$ cat config.mk
export PLATFORM = sky130hd
export DESIGN_NAME = note_sequencer
export DESIGN_NICKNAME = d
export VERILOG_FILES = /design/src/rtl/note_sequencer.sv
export SDC_FILE = /design/constraint.sdc
export NUM_CORES = 1
export LEC_CHECK = 0
export ABC_AREA = 1
export CORE_UTILIZATION = 31
export CTS_BUF_LIST = sky130_fd_sc_hd__clkbuf_16
export DETAILED_ROUTE_END_ITERATION = 8
export PLACE_DENSITY_LB_ADDON = 0.12
export RECOVER_POWER = 50
export REMOVE_ABC_BUFFERS = 1
export SETUP_SLACK_MARGIN = 0.5
export SLEW_MARGIN = 10
export SYNTH_ARGS = -nofsm -noshare
export SYNTH_HDL_FRONTEND = slang
export SYNTH_SLANG_ARGS = --single-unit
$ cat constraint.sdc
create_clock -name clk -period 2.52 [get_ports clk]
set_input_delay 0.504 -clock clk [delete_from_list [all_inputs] [get_ports clk]]
set_output_delay 0.504 -clock clk [all_outputs]
set_load 0.02 [all_outputs]
$ cat src/rtl/note_sequencer.sv
// ---------------------------------------------------------------------------
// note_sequencer
//
// Playback engine for the note highway. It walks the song note store one
// index per beat and captures the 5-lane note word that comes back. Each
// captured word enters row 0 of a ROWS-deep shift register (the "highway")
// and moves one row per beat. The oldest row (ROWS-1) is the strike row that
// the scoring logic judges against.
//
// Parameters
//   BEAT_DIV  : clock cycles per beat (>= 4, so go settles before capture)
//   ROWS      : highway depth in rows (2..32)
//   END_INDEX : last valid note index (<= 127)
//
// Ports
//   clk          in   system clock, rising edge
//   rst_n        in   asynchronous active-low reset
//   start        in   level request; honoured only in IDLE or DONE
//   pause        in   freezes the beat counter and the state while high
//   go           out  7-bit note index to the note store
//   data         in   5-bit note word, valid two edges after go changes
//   highway      out  row r at bits [5r+4:5r]; row 0 newest
//   strike_notes out  copy of highway row ROWS-1
//   strike_valid out  one-cycle pulse when a nonzero word enters the strike row
//   beat_tick    out  one-cycle pulse following each beat
//   playing      out  high in PLAY and DRAIN
//   done         out  high in DONE
//
// Build option
//   NOTE_SEQ_LOOP_EN : when defined the song wraps from END_INDEX back to 0
//                      and stays in PLAY forever (no DRAIN/DONE). When not
//                      defined the song drains ROWS empty beats and stops.
// ---------------------------------------------------------------------------
module note_sequencer #(
  parameter int BEAT_DIV  = 25_000_000,
  parameter int ROWS      = 8,
  parameter int END_INDEX = 93
) (
  input  logic              clk,
  input  logic              rst_n,
  input  logic              start,
  input  logic              pause,
  output logic [6:0]        go,
  input  logic [4:0]        data,
  output logic [5*ROWS-1:0] highway,
  output logic [4:0]        strike_notes,
  output logic              strike_valid,
  output logic              beat_tick,
  output logic              playing,
  output logic              done
);

  localparam int CW  = $clog2(BEAT_DIV);
  localparam int DW  = $clog2(ROWS);
  localparam int TOP = 5 * (ROWS - 1);

  localparam logic [CW-1:0] CNT_LAST   = CW'(BEAT_DIV - 1);
  localparam logic [DW-1:0] DRAIN_LAST = DW'(ROWS - 1);
  localparam logic [6:0]    GO_LAST    = 7'(END_INDEX);

  typedef enum logic [1:0] {
    S_IDLE  = 2'd0,
    S_PLAY  = 2'd1,
    S_DRAIN = 2'd2,
    S_DONE  = 2'd3
  } state_t;

  state_t             state_q, state_d;
  logic [CW-1:0]      cnt_q, cnt_d;
  logic [DW-1:0]      drain_q, drain_d;
  logic [6:0]         go_q, go_d;
  logic [5*ROWS-1:0]  highway_q, highway_d;
  logic               beat_tick_q, beat_tick_d;
  logic               strike_valid_q, strike_valid_d;

  // Highway contents after one beat: every row moves one step towards the
  // strike row and row 0 takes the new word (zeros while draining).
  logic [4:0]         fill_word;
  logic [5*ROWS-1:0]  shifted;

  assign fill_word    = (state_q == S_DRAIN) ? 5'b00000 : data;
  assign shifted[4:0] = fill_word;

  genvar gi;
  generate
    for (gi = 1; gi < ROWS; gi++) begin : g_shift
      assign shifted[5*gi +: 5] = highway_q[5*(gi-1) +: 5];
    end
  endgenerate

  // -------------------------------------------------------------------------
  // State register
  // -------------------------------------------------------------------------
  always_ff @(posedge clk or negedge rst_n) begin
    if (!rst_n) begin
      state_q        <= S_IDLE;
      cnt_q          <= '0;
      drain_q        <= '0;
      go_q           <= '0;
      highway_q      <= '0;
      beat_tick_q    <= 1'b0;
      strike_valid_q <= 1'b0;
    end else begin
      state_q        <= state_d;
      cnt_q          <= cnt_d;
      drain_q        <= drain_d;
      go_q           <= go_d;
      highway_q      <= highway_d;
      beat_tick_q    <= beat_tick_d;
      strike_valid_q <= strike_valid_d;
    end
  end

  // -------------------------------------------------------------------------
  // Next-state logic
  // -------------------------------------------------------------------------
  always_comb begin
    state_d        = state_q;
    cnt_d          = cnt_q;
    drain_d        = drain_q;
    go_d           = go_q;
    highway_d      = highway_q;
    beat_tick_d    = 1'b0;
    strike_valid_d = 1'b0;

    unique case (state_q)
      S_IDLE: begin
        cnt_d = '0;
        go_d  = '0;
        if (start) begin
          state_d   = S_PLAY;
          highway_d = '0;
        end
      end

      S_PLAY, S_DRAIN: begin
        // Pause freezes everything, including the counter, so the beat that
        // would have fired simply waits for the first unpaused edge.
        if (!pause) begin
          if (cnt_q == CNT_LAST) begin
            cnt_d          = '0;
            highway_d      = shifted;
            beat_tick_d    = 1'b1;
            strike_valid_d = (shifted[TOP +: 5] != 5'b00000);

            if (state_q == S_PLAY) begin
              if (go_q == GO_LAST) begin
`ifdef NOTE_SEQ_LOOP_EN
                go_d = '0;
`else
                // go stays parked on the last index while draining.
                state_d = S_DRAIN;
                drain_d = '0;
`endif
              end else begin
                go_d = go_q + 7'd1;
              end
            end else begin
              // ROWS empty beats flush every note past the strike row.
              if (drain_q == DRAIN_LAST) begin
                state_d = S_DONE;
              end else begin
                drain_d = drain_q + DW'(1);
              end
            end
          end else begin
            cnt_d = cnt_q + CW'(1);
          end
        end
      end

      S_DONE: begin
        cnt_d = '0;
        if (start) begin
          state_d   = S_PLAY;
          go_d      = '0;
          highway_d = '0;
        end
      end

      default: begin
        state_d = S_IDLE;
      end
    endcase
  end

  // -------------------------------------------------------------------------
  // Outputs
  // -------------------------------------------------------------------------
  assign go           = go_q;
  assign highway      = highway_q;
  assign strike_notes = highway_q[TOP +: 5];
  assign strike_valid = strike_valid_q;
  assign beat_tick    = beat_tick_q;
  assign playing      = (state_q == S_PLAY) || (state_q == S_DRAIN);
  assign done         = (state_q == S_DONE);

endmodule

After elaboration in Yosys (flattened, before gate mapping)
Cells that the tools add are included.
Widths: inputs -> output; s select.

operators by class
  add/subtract/negate cells = 3
  $mul = 0
  divide/modulo/power cells = 0
  magnitude comparators = 0
  eq/ne operators = 16
  shift operators = 0
  multiplexer cells = 30
  bitwise operators = 1
  reduce and logical (&&, ||, !) cells = 9

operators by type and width
  kind                   number
  $mux 40                3
  $pmux 40 s2            1
  $mux 25                2
  $pmux 25 s2            1
  $mux 7                 5
  $add 25x1->25 const B  1
  $eq 25x25->1 const B   1
  $pmux 7 s3             1
  $reduce_and 5->1       3
  $mux 2                 6
  $ne 2x2->1 const B     6
  $mux 3                 3
  $add 7x1->7 const B    1
  $eq 7x7->1 const B     1
  $mux 1                 6
  $ne 3x3->1 const B     2
  $mux 5                 1
  $reduce_bool 5->1      1
  $eq 2x2->1 const B     2
  $ne 2x1->1 const B     2
  $pmux 2 s2             1
  $reduce_or 2->1        2
  $add 3x1->3 const B    1
  $eq 3x3->1 const B     1
  other kinds (5)        5

storage, ports and cells
  bits in registers = 79
  latch bits = 0
  memory bits (writable) = 0
  ROM bits = 0
  bits of input ports = 9
  output and inout bits = 56
  logic and storage cells = 66
  memories kept = 0

Depth between registers and ports, before layout
Gate-level depths: netlist (run 1).

  word-level depth = 6
  gate-level depth with buffers = 11
  mapped depth without buffers = 11

Worst setup path after synthesis (run 1)
No wires, ideal clock.

  kind = reg-to-reg
  start = register state_q[0]
  end = register cnt_q[13]
  setup time = 71 ps
  data arrival time = 1658 ps
  data required time = 2449 ps
  slack = 791 ps
  stages on the path, launching flop included = 11
  buffers on the path = 0
  period minus slack after synthesis = 1729 ps
  path through = dfrtp_1 > inv_1 > ha_1 > inv_2 > nand2_2 > nand3_2 > nor2_2 > inv_1 > nor2_1 > o21ai_0 > nor2_1

between the ends
  cells in the longest elaborated chain, start to end = 3
  elaborated cells between the ends (all ways) = 8
  those cells by class = 4 x eq/ne; 1 x mux; 3 x reduce/logical

RTL lines
  item                                              line  source
  from (decl)                                       68    state_t state_q, state_d;
  from (signal assigned)                            104   state_q <= state_d;
  $eq 2x2->1, or another cell as far along          126   unique case (state_q)
  $reduce_or 2->1 (on tied branches)                --
  $pmux 25 s2 / $ne 2x2->1 (equally long branches)  --
  to (signal assigned)                              105   cnt_q <= cnt_d;
  to (decl)                                         69    logic [CW-1:0] cnt_q, cnt_d;

Several ways; a longest one is shown, not always the timed one.
A chain may end at the register's enable or synchronous reset.

Worst setup path in the final report (run 1)
  start = register state_q[0]
  end = register highway_q[33] (netlist: highway[33])

between the ends
  cells in the longest elaborated chain, start to end = 4
  elaborated cells between the ends (all ways) = 11
  those cells by class = 6 x eq/ne; 1 x mux; 4 x reduce/logical

RTL lines
  item                                                              line  source
  $eq 2x2->1, or another cell as far along                          126
  $reduce_or 2->1 (on tied branches)                                --
  $ne 2x2->1 (no source line) / $ne 2x1->1 (equally long branches)  --
  $reduce_and 3->1 (no source line)                                 --
  to (signal assigned)                                              108   highway_q <= highway_d;
  to (decl)                                                         72    logic [5*ROWS-1:0] highway_q, highway_d;

Several ways; a longest one is shown, not always the timed one.

==> results of run 1 <==
-- routing by layer --
layer  part of all wire  vias to the layer above  track usage
met1               0.49                     1680        0.218
li1                   -                     1796            -
met5                  0                        -            0
met3              0.045                       10       0.0415
met2               0.44                       71        0.252
met4              0.016                        0       0.0675
-- report_power, final --
part           total [mW]  switching [mW]  internal (mW)  leakage, nW
sequential           1.40          0.0645           1.34         1.10
combinational        1.13           0.769          0.358         1.14
clock                1.51           0.539          0.971        0.171
-- worst min path at each step --
| stage | start | endpoint | slack, ps |
|---|---|---|---|
| 2_1_floorplan | rst_n | beat_tick | 210 |
| 3_3_place_gp | rst_n | drain_q[1] | 470 |
| 3_5_place_dp | rst_n | drain_q[1] | 470 |
| 4_1_cts | rst_n | drain_q[1] | 90 |
| 5_1_grt | drain_q[1] | drain_q[1] | 540 |
| 6_report | drain_q[2] | drain_q[2] | 490 |
-- state kept, by name, summed over array words and instances (netlist names) --
signal        flops
strike_valid      1
beat_tick         1
go                7
state_q           2
drain_q           3
cnt_q            25
highway          40
-- worst min-delay path: stages, from the launching register on --
cell and delay (ps):
dfrtp_1 350, nand2_1 60, nand2_1 50
-- metrics by stage --
stage / setup WS, ps / power (mW) / hold slack, ps / utilization / instance area (um^2)
after floorplan: 475 / 2.05 / 208 / - / 3940
after global placement: 458 / 2.55 / 467 / 0.385 / 4880
after detailed placement: 429 / 2.55 / 467 / 0.385 / 4880
after CTS: 406 / 4.09 / 93.2 / 0.412 / 5220
after global routing: 246 / 4.28 / 537 / 0.415 / 5250
final: 398 / 4.04 / 490 / 0.415 / 5250
-- timing repair --
| item | CTS | global route |
|---|---|---|
| setup buffers | 0 | 3 |
| setup endpoints to repair | 3 | 46 |
| pin swaps | 0 | 1 |
| resized for setup | 5 | 12 |
-- cell type report --
| class | count | share of cell area |
|---|---|---|
| tap | 172 | 0.0410 |
| clock buffer | 9 | 0.0429 |
| inverter | 88 | 0.0634 |
| clock inverter | 7 | 0.0229 |
| multi-input combinational | 342 | 0.315 |
| timing repair buffer | 76 | 0.139 |
| sequential | 79 | 0.376 |
-- kinds of logic after synthesis --
logic type / synth area share
AO/OA/AOI/OAI: 0.0759
XOR/XNOR: 0.0152
buffers and inverters: 0.106
flip-flops: 0.489
AND/OR/NAND/NOR: 0.286
adder cells (fa/ha/maj): 0.0279
-- cell usage after synthesis, drive strengths merged --
library cell    n  area, um^2
nand2         150         576
inv            88         330
dfrtp          79        1980
nor2           67         264
nand3          37         203
o22ai          31         194
buf            14        96.3
o21ai          13        65.1
nand4          11        68.8
ha              9         113
a21oi           8        40.0
nor3            5        25.0
xor2            4        35.0
xnor2           3        26.3
a211oi          1        7.51
and2            1        6.26
and3            1        6.26
nor4            1        6.26
==> out/qor.yml, run 1 <==
sta:
  worst_slew_pin_slew_ps: 1720
  skew_ps: 7.88
  slew_violations: 28
  setup_viol: 0
  fin_crit_sh: 0.842
  hold_viol: 0
  min_period_ps: 2120
  slew_headroom: -0.146
  fmax_ghz: 0.471
  tns_ps: 0
  rsz0062_at_grt: "yes"
floorplanning:
  die_w_um: 116
  die_y_um: 116
  initial_core_util: 0.319
  dieArea_um2: 13500
  io_pins: 65
  rows: 41
  core_area_um2: 12700
setup_path:
  worstSetupStartpointType: "flop"
  critPathSlowestCell: "dfrtp_1"
  end_kind: "flop"
  startpoint: "state_q[0]"
  cp.depth: 8
  max_stage_delay_ps: 400
  r2r_slack_ps: 400
  path_cells: "inv_1, ha_1, clkbuf_1, nor2_1, nand3_1, buf_8, buf_4, o22ai_1"
  r2r_end: "highway[33]"
  setup.worst_path.class: "flop to flop"
  crit-reg2reg-launch: "state_q[0]"
  crit_arrival_ps: 2380
  cpLargestDelayFamily: "buffers and inverters"
  rr_worst_depth: 8
  crit_buf_inv: 4
  crit_required_ps: 2780
  critPathCapture: "highway[33]"
  worstPathMaxFanout: 20
logic_synthesis:
  ys_seq_elements: 79
  syn-cell-area_um2: 4040
  ys_seq_area_frac: 0.489
  yosysWarningCount: 0
  ys_types: 26
  synth_cells: 523
  avgSynthCellArea_um2: 7.72
cells_and_area:
  multi_input_area_um2: 1650
  finalNonFillerCells: 773
  final_cell_mix: "nand2_1, inv_1, dfrtp_1, nor2_1, clkdlybuf4s50_1"
  fin_nets: 614
  regArea_um2: 1980
  area.growth.synth_to_final_pct: 30.0
  drive_gt1_frac: 0.0649
  fill_cells: 1311
  n_antenna_cell: 0
  final_common_cell: "nand2_1"
power:
  ir_drop_v: 0.000309
  powerDensity_nw_per_um2: 769
  p_leak_nw: 2.41
clock_tree:
  clkLatencyLatePin_ps: 340
  cts_buffers: 9
  clockBufferDepth: 2
  clock-root-buffer: "clkbuf_16"
  ctsHoldBuffers: 0
  clk_pin_slew_worst_paths_ps: 60
  cts_tree: "done"
  cts_sinks: 79
  htreeDepth: 3
detailed_routing:
  via_per_inst: 4.60
  postRouteAntennaNets: 0
  wire_per_inst_um: 13.2
  drt_wl_total_um: 10200
  dr.first_iter.drc_count: 176
  drtPass1Iterations: 4
  routed-via-count: 3557
  drc: 0
global_routing:
  grt_pass1_vias: 3431
  grt_start_max_net_pins: 53
  antenna_found_initial: 0
  grt_pass1_wl_um: 16800
  track_usage: 0.163
  grt-ovfl-total: 0
placement:
  place_congestion: 0.870
  io_buffers: 64
  numPlacedInstances: 754
  dp.final_hpwl_um: 7510
run_status:
  violations: "capacitance limit, slew limit"
  status: "finished, violations left"
worst_hold_path:
  hold-path-cell-count: 2
  hold_class: "flop to flop"
flow_run:
  drv_cap: 1
(Power assumes the default switching activity.)
==> run 2: changes to the inputs <==
==> constraint.sdc (replaced) <==
create_clock -name clk -period 2.15 [get_ports clk]
set_input_delay 0.43 -clock clk [delete_from_list [all_inputs] [get_ports clk]]
set_output_delay 0.43 -clock clk [all_outputs]
set_load 0.02 [all_outputs]
==> run 2 against run 1 <==
The flow still finishes with violations (capacitance limit, slew limit). Wire length is 20% higher. Core utilization is 8.3 points higher. Sequential share of layout area is 6.1 points lower. Sequential power is 19% higher. Critical endpoint is now cnt_q[12]. Largest power group is now combinational cells. Highest routed layer unchanged.
==> out/qor.yml, run 2 (synthesis gave the netlist of run 1 again) <==
power:
  p_leak_nw: 3.03  # was 2.41 nW
  ir_drop_v: 0.000451  # was 0.000309 V
  powerDensity_nw_per_um2: 967  # was 769 nW/um^2
clock_tree:
  clockBufferDepth: 2  # unchanged
  cts_tree: "done"  # unchanged
  htreeDepth: 3  # unchanged
  clkLatencyLatePin_ps: 340  # about the same
  cts_sinks: 79  # unchanged
  cts_buffers: 9  # unchanged
  ctsHoldBuffers: 0  # unchanged
  clock-root-buffer: "clkbuf_16"  # unchanged
  clk_pin_slew_worst_paths_ps: 70  # was 60 ps
cells_and_area:
  largest_reg_flops: 40  # unchanged
  fin_area_um2: 6300  # was 5250 um^2
  fill_cells: 1231  # was 1311
  multi_input_area_um2: 2050  # was 1650 um^2
  area.growth.synth_to_final_pct: 56.1  # was 30.0%
  regArea_um2: 1990  # was 1980 um^2
  final_common_cell: "nand2_1"  # unchanged
  fin_nets: 670  # was 614
  final_cell_mix: "nand2_1, inv_1, dfrtp_1, dlygate4sd2_1, nor2_1"  # was nand2_1, inv_1, dfrtp_1, nor2_1, clkdlybuf4s50_1
  fin_util: 0.497  # was 0.415
  n_antenna_cell: 0  # unchanged
  drive_gt1_frac: 0.283  # was 0.0649
run_status:
  violations: "capacitance limit, slew limit"  # unchanged
  status: "finished, violations left"  # unchanged
sta:
  hold_viol: 0  # unchanged
  holdWs_ps: 465  # was 490 ps
  setup_viol: 0  # unchanged
  fin_crit_sh: 0.806  # was 0.842
  min_period_ps: 1730  # was 2120 ps
  fmax_ghz: 0.577  # was 0.471 GHz
  setup_slack_ps: 417  # was 398 ps
  rsz0062_at_grt: "yes"  # unchanged
  worst_slew_pin_slew_ps: 1570  # was 1720 ps
  slew_headroom: -0.0453  # was -0.146
  slew_violations: 27  # was 28
  skew_ps: 4.11  # was 7.88 ps
  tns_ps: 0  # unchanged
placement:
  place_congestion: 0.871  # was 0.870
  placed_area_um2: 4890  # was 4880 um^2
  io_buffers: 64  # unchanged
  dp.final_hpwl_um: 7530  # was 7510 um
  pre_cts_ws_ps: 137  # was 429 ps
setup_path:
  end_kind: "flop"  # unchanged
  worstPathMaxFanout: 4  # was 20
  worstSetupStartpointType: "flop"  # unchanged
  setup.worst_path.class: "flop to flop"  # unchanged
  crit_arrival_ps: 1960  # was 2380 ps
  crit_required_ps: 2380  # was 2780 ps
detailed_routing:
  drt_wl_total_um: 12200  # was 10200 um
  drc: 0  # unchanged
  wire_per_inst_um: 14.7  # was 13.2 um
  via_per_inst: 4.74  # was 4.60
  routed-via-count: 3928  # was 3557
  dr.first_iter.drc_count: 257  # was 176
  drtPass1Iterations: 4  # unchanged
  postRouteAntennaNets: 0  # unchanged
global_routing:
  antenna_found_initial: 0  # unchanged
  grt_pass1_vias: 3828  # was 3431
  grt_pass1_wl_um: 19900  # was 16800 um
  track_usage: 0.195  # was 0.163
  grt-ovfl-total: 0  # unchanged
  grt_start_max_net_pins: 54  # was 53
flow_run:
  drv_cap: 1  # unchanged
floorplanning:
  io_pins: 65  # unchanged
  die_w_um: 116  # unchanged
  dieArea_um2: 13500  # unchanged
  core_area_um2: 12700  # unchanged
  rows: 41  # unchanged
  die_y_um: 116  # unchanged
  initial_core_util: 0.319  # unchanged
worst_hold_path:
  hold_class: "input pin to asynchronous set/reset pin"  # was flop to flop
## run 2: area by class of cell
type	instances	area share
clock inverter	7	0.0165
multi-input combinational	342	0.325
clock buffer	9	0.0357
timing repair buffer	132	0.219
tap	172	0.0341
inverter	88	0.0552
sequential	79	0.315
## run 2: worst max-delay path, stage by stage, from the launching register on
cell	delay, ps
dfrtp_1	430
ha_4	290
buf_4	150
nor2_1	280
nor2_2	140
xnor2_1	280
nor2_4	60
## run 2: where the power goes
part           switching (mW)  total, mW  internal [mW]
Clock                   0.681       1.71           1.03
Sequential             0.0893       1.66           1.57
Combinational            1.39       2.73           1.33
Total                    2.16       6.10           3.93
## run 2: path summary, 6_finish.rpt
path	startpoint	to	slack (ps)	cells past startpoint
min	rst_n	drain_q[0]	470	1
min in group clk	drain_q[2]	drain_q[2]	490	2
min reg2reg	drain_q[2]	drain_q[2]	490	2
max reg2reg	state_q[1]	cnt_q[12]	420	6
max	state_q[1]	cnt_q[12]	420	6
max in group asynchronous	rst_n	cnt_q[5]	650	1
## run 2: what timing repair did
| item | in CTS | in global routing |
|---|---|---|
| endpoints found under the setup margin | 130 | 78 |
| hold endpoints to repair | 0 | 0 |
| resized for setup | 143 | 66 |
| setup buffers | 40 | 12 |
| gates cloned | 6 | 1 |
| pin swaps | 11 | 28 |
## run 2: metal layers
layer | track usage | vias up | routed length, um | share of wire
met5 | 0 | - | 0 | 0
met4 | 0.0726 | 0 | 262 | 0.021
met3 | 0.0343 | 18 | 431 | 0.035
met2 | 0.325 | 91 | 6010 | 0.49
met1 | 0.253 | 1897 | 5520 | 0.45
li1 | - | 1922 | - | -
## run 2: metrics by stage
stage          power [mW]  instances
3_3_place_gp         3.04        754
4_1_cts              5.79        816
5_1_grt              6.40        829
3_5_place_dp         3.06        754
2_1_floorplan        2.40        509
6_report             6.10        829
==> run 3: changes to the inputs <==
==> constraint.sdc (replaced) <==
create_clock -name clk -period 1.8 [get_ports clk]
set_input_delay 0.36 -clock clk [delete_from_list [all_inputs] [get_ports clk]]
set_output_delay 0.36 -clock clk [all_outputs]
set_load 0.02 [all_outputs]
==> run 3 against run 2 <==
Power up 17%. Count of clock-buffer cells in the layout is the same. Setup slack worse by 280 ps. Critical path depth rose by 4. Non-clock buffer count grew 19. Design area down 2.3%. Via count rose by 0.59%. Fmax is 4.5% higher. The flow now finishes without violations. Cell count up 2.3%. First-iteration DRC count down 4.3%.
==> out/qor.yml, run 3 (synthesis gave the netlist of run 1 again) <==
setup_path:
  r2r_slack_ps: 140  # was 420 ps
  critPathSlowestCell: "dfrtp_1"  # unchanged
  r2r_end: "cnt_q[7]"  # was cnt_q[12]
  crit-reg2reg-launch: "state_q[0]"  # was state_q[1]
  worstSetupStartpointType: "flop"  # unchanged
  setup.worst_path.class: "flop to flop"  # unchanged
  rr_worst_depth: 10  # was 6
  crit_required_ps: 2030  # was 2380 ps
  end_kind: "flop"  # unchanged
  crit_arrival_ps: 1890  # was 1960 ps
  worstPathMaxFanout: 7  # was 4
  path_cells: "inv_2, ha_4, inv_4, buf_6, buf_4, buf_6, nand2_4, buf_12, buf_12, nor2_1"  # was ha_4, buf_4, nor2_1, nor2_2, xnor2_1, nor2_4
  max_stage_delay_ps: 380  # was 430 ps
power:
  p_seq_frac: 0.273  # was 0.272
  p_total_mw: 7.14  # was 6.10 mW
  p_sw_mw: 2.51  # was 2.16 mW
  power_frac_comb: 0.451  # was 0.447
  clkPwrFrac: 0.276  # was 0.281
  ir_drop_v: 0.000618  # was 0.000451 V
  p_sw_frac: 0.352  # was 0.355
  p_leak_nw: 2.86  # was 3.03 nW
  p_int_mw: 4.63  # was 3.93 mW
  powerDensity_nw_per_um2: 1160  # was 967 nW/um^2
global_routing:
  grt_start_max_net_pins: 32  # was 54
  track_usage: 0.184  # was 0.195
  grt-ovfl-total: 0  # unchanged
  grt_pass1_vias: 3931  # was 3828
  grt_pass1_wl_um: 19000  # was 19900 um
  antenna_found_initial: 0  # unchanged
cells_and_area:
  largest_reg_flops: 40  # unchanged
  fin_nets: 689  # was 670
  n_antenna_cell: 0  # unchanged
  final_cell_mix: "nand2_1, inv_1, dfrtp_1, buf_4, nor2_1"  # was nand2_1, inv_1, dfrtp_1, dlygate4sd2_1, nor2_1
  fill_cells: 1245  # was 1231
  fin_util: 0.486  # was 0.497
  regArea_um2: 1980  # was 1990 um^2
  area.growth.synth_to_final_pct: 52.4  # was 56.1%
  drive_gt1_frac: 0.339  # was 0.283
  multi_input_area_um2: 2090  # was 2050 um^2
  final_common_cell: "nand2_1"  # unchanged
clock_tree:
  clock-root-buffer: "clkbuf_16"  # unchanged
  clkLatencyLatePin_ps: 340  # about the same
  clk_pin_slew_worst_paths_ps: 60  # was 70 ps
  htreeDepth: 3  # unchanged
  cts_sinks: 79  # unchanged
  cts_tree: "done"  # unchanged
  clockBufferDepth: 2  # unchanged
  cts_buffers: 9  # unchanged
floorplanning:
  initial_core_util: 0.319  # unchanged
  core_area_um2: 12700  # unchanged
  die_y_um: 116  # unchanged
  die_w_um: 116  # unchanged
  io_pins: 65  # unchanged
  rows: 41  # unchanged
  dieArea_um2: 13500  # unchanged
detailed_routing:
  wire_per_inst_um: 14.3  # was 14.7 um
  drc: 0  # unchanged
  dr.first_iter.drc_count: 246  # was 257
  postRouteAntennaNets: 0  # unchanged
  drt_wl_total_um: 12100  # was 12200 um
  routed-via-count: 3951  # was 3928
  drtPass1Iterations: 5  # was 4
  via_per_inst: 4.66  # was 4.74
sta:
  min_period_ps: 1660  # was 1730 ps
  slew_violations: 0  # was 27
  hold_viol: 0  # unchanged
  rsz0062_at_grt: "yes"  # unchanged
  holdWs_ps: 442  # was 465 ps
  fmax_ghz: 0.603  # was 0.577 GHz
  skew_ps: 4.12  # was 4.11 ps
  fin_crit_sh: 0.922  # was 0.806
  setup_slack_ps: 141  # was 417 ps
  worst_slew_pin_slew_ps: 750  # was 1570 ps
  slew_headroom: 0.500  # was -0.0453
  setup_viol: 0  # unchanged
placement:
  dp.final_hpwl_um: 7770  # was 7530 um
  place_congestion: 0.861  # was 0.871
  pre_cts_ws_ps: -4.20  # was 137 ps
  io_buffers: 64  # unchanged
flow_run:
  drv_cap: 0  # was 1
run_status:
  status: "finished clean"  # was finished, violations left
worst_hold_path:
  hold_class: "input pin to asynchronous set/reset pin"  # unchanged
-- run 3: critical path, delay by kind of cell, from the launching register on --
kind                     cells  cell delay [ps]
flip-flops                   1              380
buffers and inverters        7              730
AND/OR/NAND/NOR              2              140
adder cells (fa/ha/maj)      1              290
-- run 3: power by group through the flow --
| stage | combinational (mW) | sequential (mW) | clock [mW] |
|---|---|---|---|
| 6_report | 3.22 | 1.95 | 1.97 |
| 5_1_grt | 3.43 | 1.96 | 2.10 |
| 3_3_place_gp | 1.88 | 1.98 | 0 |
| 4_1_cts | 2.62 | 1.95 | 2.03 |
| 3_5_place_dp | 1.90 | 1.98 | 0 |
| 2_1_floorplan | 0.819 | 2.05 | 0 |
-- run 3: cell type report --
cell class,instances,share of cell area
Clock buffer,9,0.0366
Clock inverter,7,0.0156
Inverter,88,0.0553
Multi-Input combinational cell,342,0.339
Sequential cell,79,0.322
Tap cell,172,0.0350
Timing Repair Buffer,151,0.196
-- run 3: routing by layer --
metal	vias to the layer above	track usage	share of wire
met4	0	0.0675	0.012
met3	11	0.0441	0.054
met5	-	0	0
met2	112	0.301	0.48
met1	1875	0.237	0.45
li1	1953	-	-
-- run 3: repair_timing --
action | 4_1_cts | 5_1_grt
hold buffers | 1 | 0
hold endpoints to repair | 17 | 0
buffers inserted | 30 | 18
setup endpoints to repair | 134 | 93
gates cloned | 2 | 1
pin swaps | 15 | 39
gates resized for setup | 283 | 110
-- run 3: metrics by stage --
stage | setup TNS (ps) | std cells | instance area (um^2)
final | 0 | 848 | 6160
after global routing | 0 | 848 | 6160
after CTS | 0 | 829 | 5640
after detailed placement | -7.21 | 780 | 5100
after global placement | -16.1 | 780 | 5100
after floorplan | -5420 | 509 | 3940
-- run 3: worst max path at each step --
| stage | startpoint | endpoint | slack (ps) | cells after the start |
|---|---|---|---|---|
| after detailed placement | state_q[0] | playing | -4 | 4 |
| after floorplan | state_q[0] | highway[0] | -250 | 8 |
| after global placement | state_q[0] | playing | -9 | 4 |
| final | state_q[0] | cnt_q[7] | 140 | 10 |
| after global routing | state_q[0] | cnt_q[23] | 50 | 11 |
| after CTS | cnt_q[1] | cnt_q[18] | 160 | 13 |
